[src/rtl/robotic_arm_pkg.sv]
`default_nettype none
// ============================================================================
// Module      : robotic_arm_pkg
// Description : Shared constants and the FSM state encoding for the servo
//               motion smoother.
//               AXIS_WIDTH - width of each unsigned X/Y/Z coordinate
//               RESET_POS  - position/target value after reset, all axes
//               smoother_state_t - IDLE / TRACK / HOLD
// Revision    : 1.0 - initial release
// ============================================================================
package robotic_arm_pkg;

    localparam int AXIS_WIDTH = 10;
    localparam int RESET_POS  = 512;

    typedef enum logic [1:0] {
        ST_IDLE  = 2'd0,
        ST_TRACK = 2'd1,
        ST_HOLD  = 2'd2
    } smoother_state_t;

endpackage : robotic_arm_pkg
`default_nettype wire

[src/rtl/axis_slew_limiter.sv]
`default_nettype none
// ============================================================================
// Module      : axis_slew_limiter
// Description : One axis of the motion smoother. Latches the axis target and
//               moves the registered position toward it by at most MAX_STEP
//               counts each time step_en is asserted.
//               Optional feature macro: SMOOTH_DEADBAND_EN - when defined, a
//               new target is latched only if it differs from the currently
//               latched target by more than DEADBAND counts.
// Ports       : clk          in  system clock
//               rst          in  synchronous reset, active-high
//               target       in  new target coordinate
//               target_valid in  latch target on this cycle
//               step_en      in  apply one slew step on this cycle
//               pos          out registered smoothed position
//               axis_done    out position equals latched target
// Revision    : 1.0 - initial release
// ============================================================================
module axis_slew_limiter
    import robotic_arm_pkg::*;
#(
    parameter int AXIS_WIDTH = robotic_arm_pkg::AXIS_WIDTH,
    parameter int MAX_STEP   = 4,
    parameter int RESET_POS  = robotic_arm_pkg::RESET_POS,
    parameter int DEADBAND   = 3
) (
    input  logic                  clk,
    input  logic                  rst,
    input  logic [AXIS_WIDTH-1:0] target,
    input  logic                  target_valid,
    input  logic                  step_en,
    output logic [AXIS_WIDTH-1:0] pos,
    output logic                  axis_done
);

    localparam logic [AXIS_WIDTH-1:0] c_reset_pos = AXIS_WIDTH'(RESET_POS);
    localparam logic [AXIS_WIDTH-1:0] c_step      = AXIS_WIDTH'(MAX_STEP);
    localparam logic [AXIS_WIDTH:0]   c_step_w    = (AXIS_WIDTH+1)'(MAX_STEP);
    localparam logic [AXIS_WIDTH:0]   c_deadband  = (AXIS_WIDTH+1)'(DEADBAND);

`ifdef SMOOTH_DEADBAND_EN
    localparam logic c_deadband_en = 1'b1;
`else
    localparam logic c_deadband_en = 1'b0;
`endif

    logic [AXIS_WIDTH-1:0]   r_target;
    logic [AXIS_WIDTH-1:0]   r_pos;

    logic signed [AXIS_WIDTH:0] w_diff;      // target - pos
    logic [AXIS_WIDTH:0]        w_dist;      // |target - pos|
    logic signed [AXIS_WIDTH:0] w_tdiff;     // new target - latched target
    logic [AXIS_WIDTH:0]        w_tdist;     // |new target - latched target|
    logic                       w_latch;
    logic [AXIS_WIDTH-1:0]      w_pos_next;

    // One extra bit keeps the difference of two unsigned coordinates exact.
    assign w_diff  = $signed({1'b0, r_target}) - $signed({1'b0, r_pos});
    assign w_dist  = w_diff[AXIS_WIDTH] ? $unsigned(-w_diff) : $unsigned(w_diff);
    assign w_tdiff = $signed({1'b0, target}) - $signed({1'b0, r_target});
    assign w_tdist = w_tdiff[AXIS_WIDTH] ? $unsigned(-w_tdiff) : $unsigned(w_tdiff);

    // With the deadband disabled every target_valid latches.
    assign w_latch = target_valid && (!c_deadband_en || (w_tdist > c_deadband));

    // A full step is only taken when the distance exceeds MAX_STEP, so the
    // position can neither overshoot nor wrap past either end of the range.
    always_comb begin
        w_pos_next = r_target;
        if (w_dist > c_step_w) begin
            if (w_diff[AXIS_WIDTH]) begin
                w_pos_next = r_pos - c_step;
            end else begin
                w_pos_next = r_pos + c_step;
            end
        end
    end

    always_ff @(posedge clk) begin
        if (rst) begin
            r_target <= c_reset_pos;
            r_pos    <= c_reset_pos;
        end else begin
            // The step uses the previously latched target when both happen
            // in the same cycle; the new target applies from the next step.
            if (w_latch) begin
                r_target <= target;
            end
            if (step_en) begin
                r_pos <= w_pos_next;
            end
        end
    end

    assign pos       = r_pos;
    assign axis_done = (r_pos == r_target);

endmodule : axis_slew_limiter
`default_nettype wire

[src/rtl/servo_motion_smoother.sv]
`default_nettype none
// ============================================================================
// Module      : servo_motion_smoother
// Description : Slew-rate limiter between the target source mux and the servo
//               PWM. Latches X/Y/Z targets and ramps the registered positions
//               toward them by at most MAX_STEP counts per update tick.
//               Optional feature macro: SMOOTH_DEADBAND_EN (per-axis target
//               deadband of DEADBAND counts, implemented in axis_slew_limiter).
// Ports       : clk          in  system clock
//               rst          in  synchronous reset, active-high
//               x/y/z_target in  target coordinates
//               target_valid in  latch targets this cycle
//               hold         in  freeze positions (level)
//               x/y/z_out    out smoothed positions, registered
//               busy         out FSM is in TRACK
//               at_target    out all positions equal latched targets
//               update_tick  out one-cycle pulse per update tick
// Revision    : 1.0 - initial release
// ============================================================================
module servo_motion_smoother
    import robotic_arm_pkg::*;
#(
    parameter int AXIS_WIDTH  = robotic_arm_pkg::AXIS_WIDTH,
    parameter int CLK_FREQ    = 50_000_000,
    parameter int UPDATE_FREQ = 1_000,
    parameter int MAX_STEP    = 4,
    parameter int RESET_POS   = robotic_arm_pkg::RESET_POS,
    parameter int DEADBAND    = 3
) (
    input  logic                  clk,
    input  logic                  rst,
    input  logic [AXIS_WIDTH-1:0] x_target,
    input  logic [AXIS_WIDTH-1:0] y_target,
    input  logic [AXIS_WIDTH-1:0] z_target,
    input  logic                  target_valid,
    input  logic                  hold,
    output logic [AXIS_WIDTH-1:0] x_out,
    output logic [AXIS_WIDTH-1:0] y_out,
    output logic [AXIS_WIDTH-1:0] z_out,
    output logic                  busy,
    output logic                  at_target,
    output logic                  update_tick
);

    localparam int c_tick_div = CLK_FREQ / UPDATE_FREQ;
    localparam int c_cnt_w    = (c_tick_div > 1) ? $clog2(c_tick_div) : 1;
    localparam logic [c_cnt_w-1:0] c_tick_last = c_cnt_w'(c_tick_div - 1);

    logic [c_cnt_w-1:0]    r_count;
    smoother_state_t       r_state;
    logic                  r_busy;
    logic                  r_at_target;

    logic                  w_tick;
    logic                  w_step_en;
    logic                  w_all_done;
    logic [2:0]            w_done;
    logic [AXIS_WIDTH-1:0] w_target [3];
    logic [AXIS_WIDTH-1:0] w_pos    [3];

    assign w_tick     = (r_count == c_tick_last);
    // hold wins over a coincident tick so positions never move while held.
    assign w_step_en  = w_tick && (r_state == ST_TRACK) && !hold;
    assign w_all_done = &w_done;

    assign w_target[0] = x_target;
    assign w_target[1] = y_target;
    assign w_target[2] = z_target;

    generate
        for (genvar g = 0; g < 3; g++) begin : g_axis
            axis_slew_limiter #(
                .AXIS_WIDTH (AXIS_WIDTH),
                .MAX_STEP   (MAX_STEP),
                .RESET_POS  (RESET_POS),
                .DEADBAND   (DEADBAND)
            ) u_axis (
                .clk          (clk),
                .rst          (rst),
                .target       (w_target[g]),
                .target_valid (target_valid),
                .step_en      (w_step_en),
                .pos          (w_pos[g]),
                .axis_done    (w_done[g])
            );
        end
    endgenerate

    // Tick counter runs freely, including while held.
    always_ff @(posedge clk) begin
        if (rst) begin
            r_count <= '0;
        end else if (w_tick) begin
            r_count <= '0;
        end else begin
            r_count <= r_count + 1'b1;
        end
    end

    // Control FSM; busy is registered alongside the state it mirrors.
    always_ff @(posedge clk) begin
        if (rst) begin
            r_state     <= ST_IDLE;
            r_busy      <= 1'b0;
            r_at_target <= 1'b1;
        end else begin
            r_at_target <= w_all_done;
            if (hold) begin
                r_state <= ST_HOLD;
                r_busy  <= 1'b0;
            end else begin
                case (r_state)
                    ST_IDLE: begin
                        if (!w_all_done) begin
                            r_state <= ST_TRACK;
                            r_busy  <= 1'b1;
                        end
                    end
                    ST_TRACK: begin
                        if (w_all_done) begin
                            r_state <= ST_IDLE;
                            r_busy  <= 1'b0;
                        end
                    end
                    ST_HOLD: begin
                        if (w_all_done) begin
                            r_state <= ST_IDLE;
                            r_busy  <= 1'b0;
                        end else begin
                            r_state <= ST_TRACK;
                            r_busy  <= 1'b1;
                        end
                    end
                    default: begin
                        r_state <= ST_IDLE;
                        r_busy  <= 1'b0;
                    end
                endcase
            end
        end
    end

    assign x_out       = w_pos[0];
    assign y_out       = w_pos[1];
    assign z_out       = w_pos[2];
    assign busy        = r_busy;
    assign at_target   = r_at_target;
    assign update_tick = w_tick;

endmodule : servo_motion_smoother
`default_nettype wire

[config.mk]
export PLATFORM = sky130hd
export DESIGN_NAME = servo_motion_smoother
export DESIGN_NICKNAME = d
export VERILOG_FILES = /design/src/rtl/robotic_arm_pkg.sv /design/src/rtl/axis_slew_limiter.sv /design/src/rtl/servo_motion_smoother.sv
export SDC_FILE = /design/constraint.sdc
export NUM_CORES = 1
export LEC_CHECK = 0
export BUFFER_PORTS_ARGS = -buffer_cell sky130_fd_sc_hd__buf_2
export CORE_ASPECT_RATIO = 1.4
export CORE_MARGIN = 2
export CORE_UTILIZATION = 43
export CTS_BUF_LIST = sky130_fd_sc_hd__clkbuf_4 sky130_fd_sc_hd__clkbuf_8 sky130_fd_sc_hd__clkbuf_16
export DETAILED_ROUTE_END_ITERATION = 6
export PLACE_DENSITY_LB_ADDON = 0.08
export SLEW_MARGIN = 20
export SYNTH_ARGS = -nofsm -noshare
export SYNTH_HDL_FRONTEND = slang
export SYNTH_HIERARCHICAL = 1
export SYNTH_SLANG_ARGS = --single-unit
[constraint.sdc]
create_clock -name clk -period 4.3 [get_ports clk]
set_clock_uncertainty 0.15 [all_clocks]
set_input_delay 0.645 -clock clk [delete_from_list [all_inputs] [get_ports clk]]
set_output_delay 0.645 -clock clk [all_outputs]
set_load 0.02 [all_outputs]
# ---- Yosys cells after proc, flatten, opt, wreduce, memory -nomap -nowiden
# Index checks and enable logic that the tools add are counted.
dict set report word_totals {
  regBits 80
  input_bits 34
  word_cells 64
}
dict set report classes {
  n_addsub 13
  magnitude_cmp 3
  eq_ne 10
  n_mux 18
  n_reduce_logical 9
}
# operator count
set ops {}
lappend ops {{10-bit 2-to-1 mux} 6}
lappend ops {{11-bit by 3-bit > comparator with 1-bit output, second input constant} 3}
lappend ops {{11-bit 2-to-1 mux} 3}
lappend ops {{11-bit negation} 3}
lappend ops {{10-bit by 10-bit subtractor with 11-bit output} 3}
lappend ops {{10-bit by 3-bit adder with 10-bit output, second input constant} 3}
lappend ops {{10-bit == test} 3}
lappend ops {{10-bit by 3-bit subtractor with 10-bit output, second input constant} 3}
lappend ops {{16-bit by 1-bit adder with 16-bit output, second input constant} 1}
lappend ops {{16-bit == test, second input constant} 1}
lappend ops {{2-bit 2-to-1 mux} 3}
lappend ops {{3-bit != test, second input constant} 2}
lappend ops {{2-bit one-hot mux with 3 select lines} 1}
lappend ops {{1-bit 2-to-1 mux} 4}
lappend ops {{2-bit != test, second input constant} 2}
lappend ops {{2-bit AND reduction} 2}
lappend ops {{2-bit OR reduction} 2}
lappend ops {{1-bit one-hot mux with 3 select lines} 1}
lappend ops {{3-bit AND reduction} 1}
lappend ops {{2-bit by 1-bit == test with 1-bit output, second input constant} 1}
lappend ops {{2-bit == test, second input constant} 1}
lappend ops {{1-bit logical AND} 2}
lappend ops {{2-bit logical NOT} 1}
lappend ops {{1-bit logical NOT} 1}

# ---- Depth between registers and ports, before layout
dict set report logic_depth {
  ltp_word 5
  ltp_mapped 16
  depth_no_buf 16
}

# ---- By module
# The synthesis kept the hierarchy.
# mod n_inst cells_per_inst area_each_um2
set modules_own_cells {}
lappend modules_own_cells {axis_slew_limiter 3 226 1843.0}
lappend modules_own_cells {servo_motion_smoother 1 88 804.5}

# ---- Least setup slack after synthesis
# OpenSTA, ideal clock, no wires.
dict set report synth_path {
  kind {reg2reg}
  from {register g_axis[0].u_axis.r_pos[0]}
  to {register g_axis[0].u_axis.r_pos[2]}
  setup_time_ps 95
  arrival_ps 3459
  required_time_ps 4055
  slack_ps 595
  stages_incl_launch_ff 14
  path_buffers 1
  cell_sequence {dfxtp_1 -> ha_1 -> inv_1 -> fa_1 -> nand3_1 -> a21oi_2 -> o31ai_4 -> inv_2 -> a41oi_1 -> xor2_1 -> or4_1 -> buf_2 -> or4_1 -> o311ai_1}
}
dict set report synth_between {
  elab_chain_cells 5
  elab_cells_between_ends 8
  classes_between {add/sub (4); order compare (1); mux (3)}
}
# element line_no
set synth_lines {}
lappend synth_lines {{start: declaration} axis_slew_limiter.sv:48} ;# logic [AXIS_WIDTH-1:0] r_pos;
lappend synth_lines {{start signal: assignment} axis_slew_limiter.sv:82} ;# r_pos <= c_reset_pos;
lappend synth_lines {{start signal: assignment} axis_slew_limiter.sv:90} ;# r_pos <= w_pos_next;
lappend synth_lines {{10-bit by 10-bit subtractor with 11-bit output} axis_slew_limiter.sv:58} ;# assign w_diff = $signed({1'b0, r_target}) - $signed({1'b0, r_pos});
lappend synth_lines {{11-bit negation} axis_slew_limiter.sv:59} ;# assign w_dist = w_diff[AXIS_WIDTH] ? $unsigned(-w_diff) : $unsigned(w_diff);
lappend synth_lines {{11-bit 2-to-1 mux} axis_slew_limiter.sv:59}
lappend synth_lines {{11-bit by 3-bit > comparator with 1-bit output} axis_slew_limiter.sv:70} ;# if (w_dist > c_step_w) begin
lappend synth_lines {{10-bit 2-to-1 mux (*)} axis_slew_limiter.sv:70}
# Every way passes the cells marked *; elsewhere a longest branch is shown, timed or not.
# A chain may end at the register's enable or synchronous reset.

# ---- Worst setup path in the final report
dict set report layout_path {
  from {register g_axis[1].u_axis.r_target[0]}
  to {register g_axis[1].u_axis.r_pos[2]}
}
dict set report layout_between {
  elab_chain_cells 5
  elab_cells_between_ends 6
  classes_between {add/sub (2); order compare (1); mux (3)}
}
# element line_no
set layout_lines {}
lappend layout_lines {{start: declaration} axis_slew_limiter.sv:47} ;# logic [AXIS_WIDTH-1:0] r_target;
lappend layout_lines {{start signal: assignment} axis_slew_limiter.sv:81} ;# r_target <= c_reset_pos;
lappend layout_lines {{start signal: assignment} axis_slew_limiter.sv:87} ;# r_target <= target;
lappend layout_lines {{10-bit by 10-bit subtractor with 11-bit output (*)} axis_slew_limiter.sv:58}
lappend layout_lines {{11-bit negation} axis_slew_limiter.sv:59}
lappend layout_lines {{11-bit 2-to-1 mux} axis_slew_limiter.sv:59}
lappend layout_lines {{11-bit by 3-bit > comparator with 1-bit output} axis_slew_limiter.sv:70}
lappend layout_lines {{10-bit 2-to-1 mux (*)} axis_slew_limiter.sv:70}
lappend layout_lines {{end signal: assignment} axis_slew_limiter.sv:82}
lappend layout_lines {{end signal: assignment} axis_slew_limiter.sv:90}
lappend layout_lines {{end: declaration} axis_slew_limiter.sv:48}
# Marked as above.

==> summary.md <==
| Metric | Value |
|---|---|
| Static leakage power | `2.835 nW` |
| Sort of element at the start of the critical path | `flop` |
| Clock sink count | `79` |
| Period utilization | `89.34%` |
| Data required time of the worst path | `4.39 ns` |
| End point of the critical path | `g_axis[1].u_axis/pos[2]` |
| Die area | `15730 sq um` |
| Biggest fanout along the worst timing path | `10` |
| Internal cell power | `1.444 mW` |
| Maximum buffer depth of the clock tree | `2` |
| Area growth from synthesis to layout | `12.29%` |
| Synthesized Nets | `858` |
| H-tree depth reported by CTS | `3` |
| Status | `complete, no violations` |
| Reg2Reg Capture Point | `g_axis[1].u_axis/pos[2]` |
| Total power density per cell area | `313.3 nW/um^2` |
| Most common library cell in the layout ignoring fill and taps | `sky130_fd_sc_hd__dfxtp_1` |
| Register-to-Register Setup Slack | `0.46 ns` |
| Count of buffers inserted at the top-level ports | `66` |
| Number of hold violations in the final report | `0` |
| Number of design rule violations left after detail routing | `0` |
| Count of vias placed by the detailed router | `5769` |
| Detailed placement HPWL | `12500 microns` |
| R2R cell count | `13` |
| Insertion delay of the later-clocked pin in the worst-skew pair | `0.34 ns` |
| Max-slew violation count | `0` |
| Tightest Pin Transition | `0.9944 ns` |
| Hold-fix buffer count after cts | `0` |
| Worst-case setup margin in the final layout | `0.4584 ns` |
| GPL Wtd Cong | `0.8740` |
| Number of DRC markers after the initial detailed-route iteration | `242` |
| Cell area after synthesis | `6334 sq um` |
| Total Routing Usage GR | `21.16%` |
| Max-cap violations | `0` |
| Postcts setup bufs | `0` |
| Wire length per cell after detailed routing | `15.82 microns` |
| Number of detailed-routing iterations run before antenna repair | `5` |
| Total CTS buffers | `9` |
| Total Nets Final | `916` |
| Root buffer cell | `sky130_fd_sc_hd__clkbuf_16` |
| Final setup vio count | `0` |
| Warnings from Yosys | `6` |
| Via-to-Cell Ratio | `5.661` |
| Max rail drop VDD | `185.5 uV` |
| IO Count | `67` |
| Layout cells sized above 1 | `15.80%` |
| Post-Synthesis Cells | `766` |
| Initial antenna violation count | `1` |
| Nature of the critical path endpoint | `flop` |
| Setup TNS Final | `0 ns` |
| Number of gates resized after CTS | `0` |
| Combinational power share | `33.0%` |
| Design area | `7112 sq um` |
| Maximum number of pins on one net before global-route repair | `35` |
| Power consumption | `2.228 mW` |
| Power share of the clock group | `32.3%` |
| Standard cell area after detailed placement | `6827 sq um` |
| Floorplan core area | `14440 sq um` |
| Synth async-reset ratio | `0%` |
| CTS clk-pin slew, worst paths | `0.06 ns` |
| Wire length of the first global-routing pass | `27360 microns` |
| WL final | `16120 microns` |
| Switching power | `0.7848 mW` |
| Share of the yosys chip area belonging to registers | `24.97%` |
| Number of synthesized register bits | `79` |
| Critical Path Start | `g_axis[1].u_axis/r_target[0]` |
| CTS tree | `done` |
| Starting Density | `43.85%` |
| Worst min-delay path class | `flop to flop` |
| EDFF count, synth | `0` |
| CP Data Arrival Time | `3.93 ns` |
| Avg Synthesized Cell Area | `8.268 sq um` |
| Synth cell types | `55` |
| Congestion Overflow GR | `0` |
| Horizontal die dimension | `106.6 microns` |
| Fraction of power spent switching nets | `35.22%` |
| Timing-limited maximum frequency | `260.3 MHz` |
| Most common flop cell mapped by yosys | `sky130_fd_sc_hd__dfxtp_1` |
| Worst setup path category | `flop to flop` |
| Number of nets still failing antenna checks after routing | `0` |
| Setup repair after global routing missed its margin | `false` |
| Beginning of the worst register-to-register path | `g_axis[1].u_axis/r_target[0]` |
| Pre-CTS setup slack | `0.4894 ns` |
| Core Rows | `52` |
| Shortest clock period the worst path allows after layout | `3.842 ns` |
| Most used cells in the layout excluding fill and tap cells | `sky130_fd_sc_hd__dfxtp_1, sky130_fd_sc_hd__nor2_1, sky130_fd_sc_hd__buf_2` |
| Die outline height | `147.6 microns` |
| Sequential fraction of design power | `34.7%` |
| Vias in the first global route | `5689` |
| Worst slew margin | `33.71%` |
## routing by layer
metal	up-vias	part of all wire, %	track usage (%)
met1	2760	44	26.30
li1	2900	-	-
met2	90	52	37.77
met3	19	2.9	2.690
met4	0	1.8	6.494
met5	-	0	0
## flip-flops by register name, summed over array words and instances, names as in the netlist
register and flops:
r_state 2, r_count 16, at_target 1, g_axis.u_axis/r_target 30
g_axis.u_axis/pos 30
## through the flow
stage | utilization, % | instances | hold slack, ns
after global routing | 49.22 | 1018 | 0.3365
after CTS | 49.22 | 1018 | 0.3040
after floorplan | - | 766 | 0.2588
final | 49.24 | 1019 | 0.3120
after global placement | 47.26 | 1002 | 0.2696
after detailed placement | 47.26 | 1002 | 0.2897
## worst min-delay path by stage
stage                     startpoint         end  slack, ns  cells past startpoint
after floorplan           r_state[1]  r_state[0]       0.26                      1
after global placement    r_state[1]  r_state[0]       0.27                      1
after detailed placement  r_state[1]  r_state[0]       0.29                      1
after CTS                 r_state[1]  r_state[0]       0.30                      1
after global routing            hold  r_state[0]       0.34                      2
final                     r_count[0]  r_count[0]       0.31                      1
## worst max-delay path: stages (launching register included)
cell and delay (ns):
sky130_fd_sc_hd__dfxtp_1 0.33, sky130_fd_sc_hd__inv_1 0.06, sky130_fd_sc_hd__ha_1 0.15, sky130_fd_sc_hd__inv_1 0.05, sky130_fd_sc_hd__fa_1 0.54, sky130_fd_sc_hd__inv_1 0.06, sky130_fd_sc_hd__ha_1 0.20, sky130_fd_sc_hd__nor4b_1 0.15
sky130_fd_sc_hd__a41oi_1 0.31, sky130_fd_sc_hd__mux2i_1 0.25, sky130_fd_sc_hd__a32oi_1 0.14, sky130_fd_sc_hd__or4_1 0.69, sky130_fd_sc_hd__or4_1 0.57, sky130_fd_sc_hd__o311ai_1 0.08
## synthesized netlist by cell type (all sizes together), types with 7 or more instances
| cell type | instances | share of area [%] |
|---|---|---|
| a21oi | 48 | 4.5 |
| nor2 | 78 | 4.6 |
| nand4 | 15 | 1.5 |
| a311oi | 18 | 2.5 |
| nand3 | 32 | 2.5 |
| inv | 64 | 3.8 |
| clkbuf | 15 | 0.89 |
| buf | 17 | 1.8 |
| mux2i | 30 | 4.7 |
| ha | 52 | 10 |
| nor2b | 10 | 0.99 |
| nor3 | 19 | 1.5 |
| nor4 | 10 | 1.4 |
| xnor2 | 55 | 7.6 |
| nand2 | 42 | 2.5 |
| dfxtp | 79 | 25 |
| a31o | 7 | 0.97 |
| o21ai | 27 | 2.1 |
| xor2 | 16 | 2.2 |
| o31ai | 15 | 2.4 |
| a31oi | 12 | 1.2 |
| or4 | 10 | 1.2 |
## area by class of cell
cell class,instances,area [sq um]
diodes,1,2.502
well taps,189,236.5
multi-input cells,591,4340
flip-flops and latches,79,1582
clock inverters,7,57.56
fillers,1490,7332
repair buffers,79,427.9
inverters,64,240.2
clock buffers,9,225.2
## cells by family (layout without fill, tap and decap cells)
group / count (synthesis) / in the layout / share of synthesized area [%]
AO/OA/AOI/OAI: 179 / 179 / 20.76
other: 0 / 1 / 0
XOR/XNOR: 71 / 71 / 9.818
adder cells (fa/ha/maj): 58 / 58 / 12.17
multiplexers: 36 / 36 / 5.808
flip-flops: 79 / 79 / 24.97
buffers and inverters: 96 / 159 / 6.519
AND/OR/NAND/NOR: 247 / 247 / 19.95
## power by group through the flow
stage	registers, mW	logic (mW)	clock network, mW
6_report	0.774	0.735	0.720
2_1_floorplan	0.783	0.556	0
4_1_cts	0.774	0.734	0.747
3_5_place_dp	0.790	0.729	0
3_3_place_gp	0.790	0.717	0
5_1_grt	0.776	0.814	0.777
No activity file was read; power rests on OpenSTA's default activity.
